File: src/rtl/cls_text_sequencer_pkg.sv
// Shared types and constants for the PMOD CLS text sequencer.
// Holds the state encoding, the blank-line constant and the refresh-period helper.
package cls_seq_pkg;

    typedef enum logic [3:0] {
        S_IDLE         = 4'd0,
        S_CLR_WAIT_RDY = 4'd1,
        S_CLR_ISSUE    = 4'd2,
        S_CLR_WAIT_LOW = 4'd3,
        S_L1_WAIT_RDY  = 4'd4,
        S_L1_ISSUE     = 4'd5,
        S_L1_WAIT_LOW  = 4'd6,
        S_L2_WAIT_RDY  = 4'd7,
        S_L2_ISSUE     = 4'd8,
        S_L2_WAIT_LOW  = 4'd9,
        S_L2_WAIT_DONE = 4'd10
    } t_cls_seq_state;

    localparam logic [127:0] c_ascii_blank_line   = {16{8'h20}};
    localparam int           c_fast_refresh_ticks = 250;

    function automatic int f_refresh_ticks(input int fast, input int fclk_ce, input int refresh_ms);
        if (fast != 0) return c_fast_refresh_ticks;
        return fclk_ce / 1000 * refresh_ms;
    endfunction

endpackage

File: src/rtl/cls_text_sequencer_if.sv
// Command/data bundle between the text sequencer and its host/driver side.
// slave is the sequencer's view; master is the view of whoever drives it.
interface cls_text_sequencer_if;

    logic         i_update_req;
    logic [127:0] i_text_line1;
    logic [127:0] i_text_line2;
    logic         i_command_ready;
    logic         o_cmd_wr_clear_display;
    logic         o_cmd_wr_text_line1;
    logic         o_cmd_wr_text_line2;
    logic [127:0] o_dat_ascii_line1;
    logic [127:0] o_dat_ascii_line2;
    logic         o_busy;
    logic         o_timeout_err;

    modport slave (
        input  i_update_req, i_text_line1, i_text_line2, i_command_ready,
        output o_cmd_wr_clear_display, o_cmd_wr_text_line1, o_cmd_wr_text_line2,
        output o_dat_ascii_line1, o_dat_ascii_line2, o_busy, o_timeout_err
    );

    modport master (
        output i_update_req, i_text_line1, i_text_line2, i_command_ready,
        input  o_cmd_wr_clear_display, o_cmd_wr_text_line1, o_cmd_wr_text_line2,
        input  o_dat_ascii_line1, o_dat_ascii_line2, o_busy, o_timeout_err
    );

endinterface

File: src/rtl/cls_text_sequencer_refresh_timer.sv
// Free-running ce-qualified refresh counter; pulses refresh_tick for one ce tick per period.
// A restart forces the count back to zero so the period is measured from sequence start.
module cls_refresh_timer #(
    parameter int period_ticks = 250
) (
    input  logic clk,
    input  logic rst,
    input  logic ce,
    input  logic restart,
    output logic refresh_tick
);

    localparam int                 c_width = (period_ticks > 1) ? $clog2(period_ticks) : 1;
    localparam logic [c_width-1:0] c_last  = c_width'(period_ticks - 1);

    logic [c_width-1:0] count;

    assign refresh_tick = ce && (count == c_last);

    always_ff @(posedge clk) begin
        if (rst) begin
            count <= '0;
        end else if (ce) begin
            if (restart || (count == c_last)) count <= '0;
            else                              count <= count + c_width'(1);
        end
    end

endmodule

File: src/rtl/cls_text_sequencer.sv
// Sequences clear / line 1 / line 2 commands into the PMOD CLS driver using its ready handshake,
// on request, after reset, and periodically so the display recovers from power glitches.
//
// state          | meaning
// IDLE           | waiting for pending, update request or refresh tick
// X_WAIT_RDY     | waiting for driver ready before issuing command X (CLR, L1, L2)
// X_ISSUE        | command X pulse is high for this ce tick
// X_WAIT_LOW     | waiting for ready to drop (acceptance), bounded by the accept timeout
// L2_WAIT_DONE   | waiting for ready after line 2, then back to IDLE
module cls_text_sequencer
    import cls_seq_pkg::*;
#(
    parameter int parm_fast_simulation = 0,
    parameter int FCLK_ce              = 2500000,
    parameter int parm_refresh_ms      = 1000,
    parameter int parm_accept_timeout  = 16
) (
    input  logic                 i_clk_20mhz,
    input  logic                 i_rst_20mhz,
    input  logic                 i_ce_2_5mhz,
    cls_text_sequencer_if.slave  bus
);

    localparam int c_refresh_ticks = f_refresh_ticks(parm_fast_simulation, FCLK_ce, parm_refresh_ms);
    localparam int c_to_width      = $clog2(parm_accept_timeout + 1);
    localparam logic [c_to_width-1:0] c_to_load = c_to_width'(parm_accept_timeout - 1);

    localparam logic [3:0] ST_IDLE         = S_IDLE;
    localparam logic [3:0] ST_CLR_WAIT_RDY = S_CLR_WAIT_RDY;
    localparam logic [3:0] ST_CLR_ISSUE    = S_CLR_ISSUE;
    localparam logic [3:0] ST_CLR_WAIT_LOW = S_CLR_WAIT_LOW;
    localparam logic [3:0] ST_L1_WAIT_RDY  = S_L1_WAIT_RDY;
    localparam logic [3:0] ST_L1_ISSUE     = S_L1_ISSUE;
    localparam logic [3:0] ST_L1_WAIT_LOW  = S_L1_WAIT_LOW;
    localparam logic [3:0] ST_L2_WAIT_RDY  = S_L2_WAIT_RDY;
    localparam logic [3:0] ST_L2_ISSUE     = S_L2_ISSUE;
    localparam logic [3:0] ST_L2_WAIT_LOW  = S_L2_WAIT_LOW;
    localparam logic [3:0] ST_L2_WAIT_DONE = S_L2_WAIT_DONE;

    logic [3:0]            state;
    logic                  pending;
    logic [127:0]          shadow_line1;
    logic [127:0]          shadow_line2;
    logic [127:0]          dat_line1;
    logic [127:0]          dat_line2;
    logic [c_to_width-1:0] to_count;
    logic                  cmd_clr;
    logic                  cmd_l1;
    logic                  cmd_l2;
    logic                  busy;
    logic                  timeout_err;
    logic                  refresh_tick;
    logic                  start_seq;
    logic                  ready;
    logic                  req;

    assign ready     = bus.i_command_ready;
    assign req       = bus.i_update_req;
    assign start_seq = i_ce_2_5mhz && (state == ST_IDLE) && (pending || req || refresh_tick);

    cls_refresh_timer #(
        .period_ticks (c_refresh_ticks)
    ) u_refresh_timer (
        .clk          (i_clk_20mhz),
        .rst          (i_rst_20mhz),
        .ce           (i_ce_2_5mhz),
        .restart      (start_seq),
        .refresh_tick (refresh_tick)
    );

    always_ff @(posedge i_clk_20mhz) begin
        if (i_rst_20mhz) begin
            state        <= ST_IDLE;
            pending      <= 1'b1;
            shadow_line1 <= c_ascii_blank_line;
            shadow_line2 <= c_ascii_blank_line;
            dat_line1    <= c_ascii_blank_line;
            dat_line2    <= c_ascii_blank_line;
            to_count     <= c_to_load;
            cmd_clr      <= 1'b0;
            cmd_l1       <= 1'b0;
            cmd_l2       <= 1'b0;
            busy         <= 1'b0;
            timeout_err  <= 1'b0;
        end else if (i_ce_2_5mhz) begin
            // Shadow always tracks the newest text; outputs only pick it up at sequence start.
            if (state != ST_IDLE) begin
                if (req) begin
                    shadow_line1 <= bus.i_text_line1;
                    shadow_line2 <= bus.i_text_line2;
                end
                if (req || refresh_tick) pending <= 1'b1;
            end

            case (state)
                ST_IDLE: begin
                    if (pending || req || refresh_tick) begin
                        pending <= 1'b0;
                        busy    <= 1'b1;
                        state   <= ST_CLR_WAIT_RDY;
                        if (req) begin
                            shadow_line1 <= bus.i_text_line1;
                            shadow_line2 <= bus.i_text_line2;
                            dat_line1    <= bus.i_text_line1;
                            dat_line2    <= bus.i_text_line2;
                        end else begin
                            dat_line1 <= shadow_line1;
                            dat_line2 <= shadow_line2;
                        end
                    end
                end
                ST_CLR_WAIT_RDY: begin
                    if (ready) begin
                        cmd_clr <= 1'b1;
                        state   <= ST_CLR_ISSUE;
                    end
                end
                ST_CLR_ISSUE: begin
                    cmd_clr  <= 1'b0;
                    to_count <= c_to_load;
                    state    <= ST_CLR_WAIT_LOW;
                end
                ST_CLR_WAIT_LOW: begin
                    if (!ready) begin
                        state <= ST_L1_WAIT_RDY;
                    end else if (to_count == '0) begin
                        timeout_err <= 1'b1;
                        state       <= ST_L1_WAIT_RDY;
                    end else begin
                        to_count <= to_count - c_to_width'(1);
                    end
                end
                ST_L1_WAIT_RDY: begin
                    if (ready) begin
                        cmd_l1 <= 1'b1;
                        state  <= ST_L1_ISSUE;
                    end
                end
                ST_L1_ISSUE: begin
                    cmd_l1   <= 1'b0;
                    to_count <= c_to_load;
                    state    <= ST_L1_WAIT_LOW;
                end
                ST_L1_WAIT_LOW: begin
                    if (!ready) begin
                        state <= ST_L2_WAIT_RDY;
                    end else if (to_count == '0) begin
                        timeout_err <= 1'b1;
                        state       <= ST_L2_WAIT_RDY;
                    end else begin
                        to_count <= to_count - c_to_width'(1);
                    end
                end
                ST_L2_WAIT_RDY: begin
                    if (ready) begin
                        cmd_l2 <= 1'b1;
                        state  <= ST_L2_ISSUE;
                    end
                end
                ST_L2_ISSUE: begin
                    cmd_l2   <= 1'b0;
                    to_count <= c_to_load;
                    state    <= ST_L2_WAIT_LOW;
                end
                ST_L2_WAIT_LOW: begin
                    if (!ready) begin
                        state <= ST_L2_WAIT_DONE;
                    end else if (to_count == '0) begin
                        timeout_err <= 1'b1;
                        state       <= ST_L2_WAIT_DONE;
                    end else begin
                        to_count <= to_count - c_to_width'(1);
                    end
                end
                ST_L2_WAIT_DONE: begin
                    if (ready) begin
                        busy  <= 1'b0;
                        state <= ST_IDLE;
                    end
                end
                default: begin
                    cmd_clr <= 1'b0;
                    cmd_l1  <= 1'b0;
                    cmd_l2  <= 1'b0;
                    state   <= ST_IDLE;
                end
            endcase
        end
    end

    assign bus.o_cmd_wr_clear_display = cmd_clr;
    assign bus.o_cmd_wr_text_line1    = cmd_l1;
    assign bus.o_cmd_wr_text_line2    = cmd_l2;
    assign bus.o_dat_ascii_line1      = dat_line1;
    assign bus.o_dat_ascii_line2      = dat_line2;
    assign bus.o_busy                 = busy;
    assign bus.o_timeout_err          = timeout_err;

endmodule

File: src/flat_wrapper.sv
// flat-port wrapper written by rule: the top's interface ports become plain ports
module cls_text_sequencer_flat import cls_seq_pkg::*;
#(
    parameter int parm_fast_simulation = 0,
    parameter int FCLK_ce              = 2500000,
    parameter int parm_refresh_ms      = 1000,
    parameter int parm_accept_timeout  = 16
)
  (i_clk_20mhz, i_rst_20mhz, i_ce_2_5mhz, bus_i_update_req, bus_i_text_line1, bus_i_text_line2, bus_i_command_ready, bus_o_cmd_wr_clear_display, bus_o_cmd_wr_text_line1, bus_o_cmd_wr_text_line2, bus_o_dat_ascii_line1, bus_o_dat_ascii_line2, bus_o_busy, bus_o_timeout_err);
  cls_text_sequencer_if bus_i ();
  input  logic i_clk_20mhz;
  input  logic i_rst_20mhz;
  input  logic i_ce_2_5mhz;
  input wire logic [$bits(bus_i.i_update_req)-1:0] bus_i_update_req;
  input wire logic [$bits(bus_i.i_text_line1)-1:0] bus_i_text_line1;
  input wire logic [$bits(bus_i.i_text_line2)-1:0] bus_i_text_line2;
  input wire logic [$bits(bus_i.i_command_ready)-1:0] bus_i_command_ready;
  output wire logic [$bits(bus_i.o_cmd_wr_clear_display)-1:0] bus_o_cmd_wr_clear_display;
  output wire logic [$bits(bus_i.o_cmd_wr_text_line1)-1:0] bus_o_cmd_wr_text_line1;
  output wire logic [$bits(bus_i.o_cmd_wr_text_line2)-1:0] bus_o_cmd_wr_text_line2;
  output wire logic [$bits(bus_i.o_dat_ascii_line1)-1:0] bus_o_dat_ascii_line1;
  output wire logic [$bits(bus_i.o_dat_ascii_line2)-1:0] bus_o_dat_ascii_line2;
  output wire logic [$bits(bus_i.o_busy)-1:0] bus_o_busy;
  output wire logic [$bits(bus_i.o_timeout_err)-1:0] bus_o_timeout_err;
  assign bus_i.i_update_req = bus_i_update_req;
  assign bus_i.i_text_line1 = bus_i_text_line1;
  assign bus_i.i_text_line2 = bus_i_text_line2;
  assign bus_i.i_command_ready = bus_i_command_ready;
  assign bus_o_cmd_wr_clear_display = bus_i.o_cmd_wr_clear_display;
  assign bus_o_cmd_wr_text_line1 = bus_i.o_cmd_wr_text_line1;
  assign bus_o_cmd_wr_text_line2 = bus_i.o_cmd_wr_text_line2;
  assign bus_o_dat_ascii_line1 = bus_i.o_dat_ascii_line1;
  assign bus_o_dat_ascii_line2 = bus_i.o_dat_ascii_line2;
  assign bus_o_busy = bus_i.o_busy;
  assign bus_o_timeout_err = bus_i.o_timeout_err;
  cls_text_sequencer #(.parm_fast_simulation(parm_fast_simulation), .FCLK_ce(FCLK_ce), .parm_refresh_ms(parm_refresh_ms), .parm_accept_timeout(parm_accept_timeout)) u_core (.i_clk_20mhz(i_clk_20mhz), .i_rst_20mhz(i_rst_20mhz), .i_ce_2_5mhz(i_ce_2_5mhz), .bus(bus_i));
endmodule
File: config.mk
export PLATFORM = sky130hd
export DESIGN_NAME = cls_text_sequencer_flat
export DESIGN_NICKNAME = d
export VERILOG_FILES = /design/src/rtl/cls_text_sequencer_pkg.sv /design/src/rtl/cls_text_sequencer_if.sv /design/src/rtl/cls_text_sequencer_refresh_timer.sv /design/src/rtl/cls_text_sequencer.sv /design/src/flat_wrapper.sv
export SDC_FILE = /design/constraint.sdc
export NUM_CORES = 1
export LEC_CHECK = 0
export CAP_MARGIN = 0
export CORE_AREA = 2 2 205 207
export DETAILED_ROUTE_END_ITERATION = 8
export DIE_AREA = 0 0 207 209
export PLACE_DENSITY = 0.84
export SYNTH_ARGS = -nofsm -noshare
export SYNTH_HDL_FRONTEND = slang
export SYNTH_HIERARCHICAL = 1
export SYNTH_SLANG_ARGS = --single-unit
File: constraint.sdc
create_clock -name i_clk_20mhz -period 5.2 [get_ports i_clk_20mhz]
set_clock_uncertainty 0.15 [all_clocks]
set_input_delay 0.52 -clock i_clk_20mhz [delete_from_list [all_inputs] [get_ports i_clk_20mhz]]
set_output_delay 0.52 -clock i_clk_20mhz [all_outputs]
set_load 0.005 [all_outputs]
==> impl_results.md <==
* Syn_nets at 2758
* CTS buffer count at 56
* Placed insts at 3357
* Cts repair resizes at 0
* Hold Path Class: primary input to register
* Critical Path Max Stage Delay at 0.42 ns
* Synthesized area at 22000 µm²
* Post-synthesis mux area share at 11.7%
* Cell Rows at 75
* Fmax at 296 MHz
* Yosys top cell by area: dfxtp_1
* Final period util at 64.9%
* Fin. max-slew vios at 0
* Pint at 0.00823 W
* EDFF count, synth at 0
* Root buf cell: clkbuf_16
* Cell Pwr Density at 384 nW/µm²
* CTS clock-pin slew for the worst setup and hold paths at 0.06 ns
* Worst-margin pin slew at 1.27 ns
* Comb power frac at 19.9%
* # DRC at 0
* Post-Route WL at 62.6 mm
* Initial detailed-routing violation count at 1680
* Sw frac at 26.6%
* GRT Total Usage at 27.2%
* Adder-cell share of the synthesized area at 0.114%
* Unique cell type count in the Yosys netlist at 59
* Port buffer count at 521
* Grt total ovfl at 0
* Fin cells at 3466
* Antenna Nets Post-Route at 0
* Sw power at 0.00298 W
* Initial Util at 53.3%
* Io pins at 522
* Htree depth at 2
* Core Area at 41300 µm²
* Seq/Total Area, Yosys at 49.9%
* #FFs+latches synth at 549
* First-pass DRT Iterations at 7
* Critical Setup Path Class: register to register
* RePlAce Congestion at 0.843
* Syn Inst Count at 2495
* Type of origin of the critical path: register
* Max Root-Sink Buffers at 3
* Max_slew headroom at 15.6%
* Cell leakage power at 11.2 nW
* Initial antenna violation count at 13
* Post-synthesis compound-gate area fraction at 15.9%
* Area grow syn2layout at 32.5%
* Predominant post-synthesis flop cell: dfxtp_1
* Post-synthesis xor/xnor area fraction at 0.671%
* Worst-path fanout max at 101
* Synth warnings at 6
* Hold-fix buffers, CTS at 0
* Clock sink total at 549
* Worst Path Buf+Inv at 2
* Final setup viols at 0
* Vias at 19400
* Drt via density at 5.59
* Hpwl dp at 40.0 mm
* Part of the power in the clock network at 36.4%
* Post-CTS setup buffer count at 0
* CP cell instances: ha_1, and4_1, nand2_1, nor3_1, nor3_1, nor2_1, nand2_2, inv_8, buf_12, nor2_1, a211oi_1
* Worst vdd ir at 269 µV
* Post-Synth Simple-Gate Area at 17.3%
* Seq pwr share at 43.7%
* First-pass GRT wire length at 97.2 mm
* Largest net degree at the start of global routing at 237
* Worst skew pair latency at 0.61 ns
* Die Width at 207 µm
* Die height at 209 µm
* Area contributors post-synth: dfxtp_1 50%, mux2i_1 12%, nand2_1 9.0%
* Area of the die at 43300 µm²
* Post-synth top area share at 49.9%
* Share of post-route cells with drive strength above 1 at 4.97%
* Final Hold Viols at 0
* CP Capture Type: register
* Mean post-synth cell area at 8.82 µm²
* Main combinational cell family by area after synthesis: simple AND/OR/NAND/NOR gates
* CP max-delay cell: inv_8
* Avg WL per Cell at 18.0 µm
* Nets@finish at 3139
* Synth async-reset ratio at 0%
* Number of global-route vias before repair at 18900
* Status: complete, no violations
* TritonCTS clock tree: yes
* TNS Setup at 0 ns
* Maxcap violations at 0
* Worst Path Required at 5.53 ns
* RSZ-0062 raised after global routing: no
* Tmin final at 3.37 ns
* Arr. time, crit path at 3.70 ns
* CP top delay family: simple AND/OR/NAND/NOR gates
[path summary, 6_finish.rpt]
kind                                                 startpoint                           endpoint  slack [ns]  depth (start not counted)
worst min register to register          u_core/shadow_line1[94]            u_core/shadow_line1[94]        0.30                          2
worst max-delay path            u_core/u_refresh_timer/count[0]  u_core/bus.o_dat_ascii_line1[105]        1.83                         11
worst max register to register  u_core/u_refresh_timer/count[0]  u_core/bus.o_dat_ascii_line1[105]        1.83                         11
worst min-delay path                                i_rst_20mhz           u_core/bus.o_timeout_err        0.15                          2
[Yosys cell counts (10+ instances only)]
cell	number
nor2_1	275
buf_2	56
nand2_1	527
nor2_2	14
nand3b_1	33
mux2i_1	258
o21ai_0	12
clkbuf_1	144
dfxtp_1	549
xor2_1	10
a211oi_1	224
a211o_1	34
a21oi_1	237
[stage by stage]
stage               hold slack [ns]  setup WS [ns]  instance area, µm²  total power (W)  util (%)
detailed placement            0.296           1.30               27300          0.00719      66.0
global route                  0.156           1.62               29200           0.0116      70.6
global placement              0.290           1.46               27300          0.00710      66.0
finish                        0.148           1.83               29200           0.0112      70.6
CTS                           0.120           1.82               29100           0.0113      70.6
floorplan                     0.286           2.57               22000          0.00602         -
[cell usage in the layout (no fill, tap or decap), drive strengths merged, types with 7 or more instances in the layout]
cell type      count
mux2i            258
clkdlybuf4s50    519
nand4              9
a21oi            243
nand3              7
o21ai             12
buf               22
clkbuf            85
diode             10
nor2             289
clkinv             7
nand2            527
xor2              11
nand3b            33
a211o             34
inv                9
a211oi           225
dfxtp            549
[state kept, by name, summed over array words and instances, names as in the netlist]
signal / flops
u_core/bus.o_dat_ascii_line1: 128
u_core/bus.o_dat_ascii_line2: 128
u_core/shadow_line1: 128
u_core/shadow_line2: 128
u_core/u_refresh_timer/count: 22
u_core/to_count: 5
u_core/state: 4
u_core/bus.o_busy: 1
u_core/bus.o_cmd_wr_clear_display: 1
u_core/bus.o_cmd_wr_text_line1: 1
u_core/bus.o_cmd_wr_text_line2: 1
u_core/bus.o_timeout_err: 1
u_core/pending: 1
[kinds of logic (layout without fill, tap and decap cells)]
| group | after synthesis | after routing |
|---|---|---|
| AO/OA/AOI/OAI | 533 | 533 |
| XOR/XNOR | 16 | 16 |
| adder cells (fa/ha/maj) | 2 | 2 |
| buffers and inverters | 224 | 646 |
| flip-flops | 549 | 549 |
| multiplexers | 258 | 258 |
| other | 0 | 10 |
| AND/OR/NAND/NOR | 913 | 913 |
[power by group through the flow]
stage          Combinational [W]  Clock (W)  Sequential [W]
2_1_floorplan            0.00107          0         0.00495
3_3_place_gp             0.00214          0         0.00495
3_5_place_dp             0.00221          0         0.00498
4_1_cts                  0.00223    0.00413         0.00489
5_1_grt                  0.00241    0.00429         0.00494
6_report                 0.00223    0.00408         0.00490
[cell type report]
type,count,area [µm²]
Clock buffer,85,1690
Tap cell,539,674
Inverter,6,30.0
Sequential cell,549,11000
Fill cell,3039,12100
Timing Repair Buffer,541,5490
Clock inverter,14,181
Antenna cell,10,25.0
Multi-Input combinational cell,1722,10100
[metal layers]
layer  global-route usage, %  share of wire (%)  vias to the layer above
met3                    6.75                7.0                      180
li1                        -                  -                     9367
met4                    15.4                5.2                        6
met2                    45.6                 48                      706
met1                    31.9                 40                     9127
met5                       0              0.064                        -
Note: power is estimated with default switching activity, not from simulation.
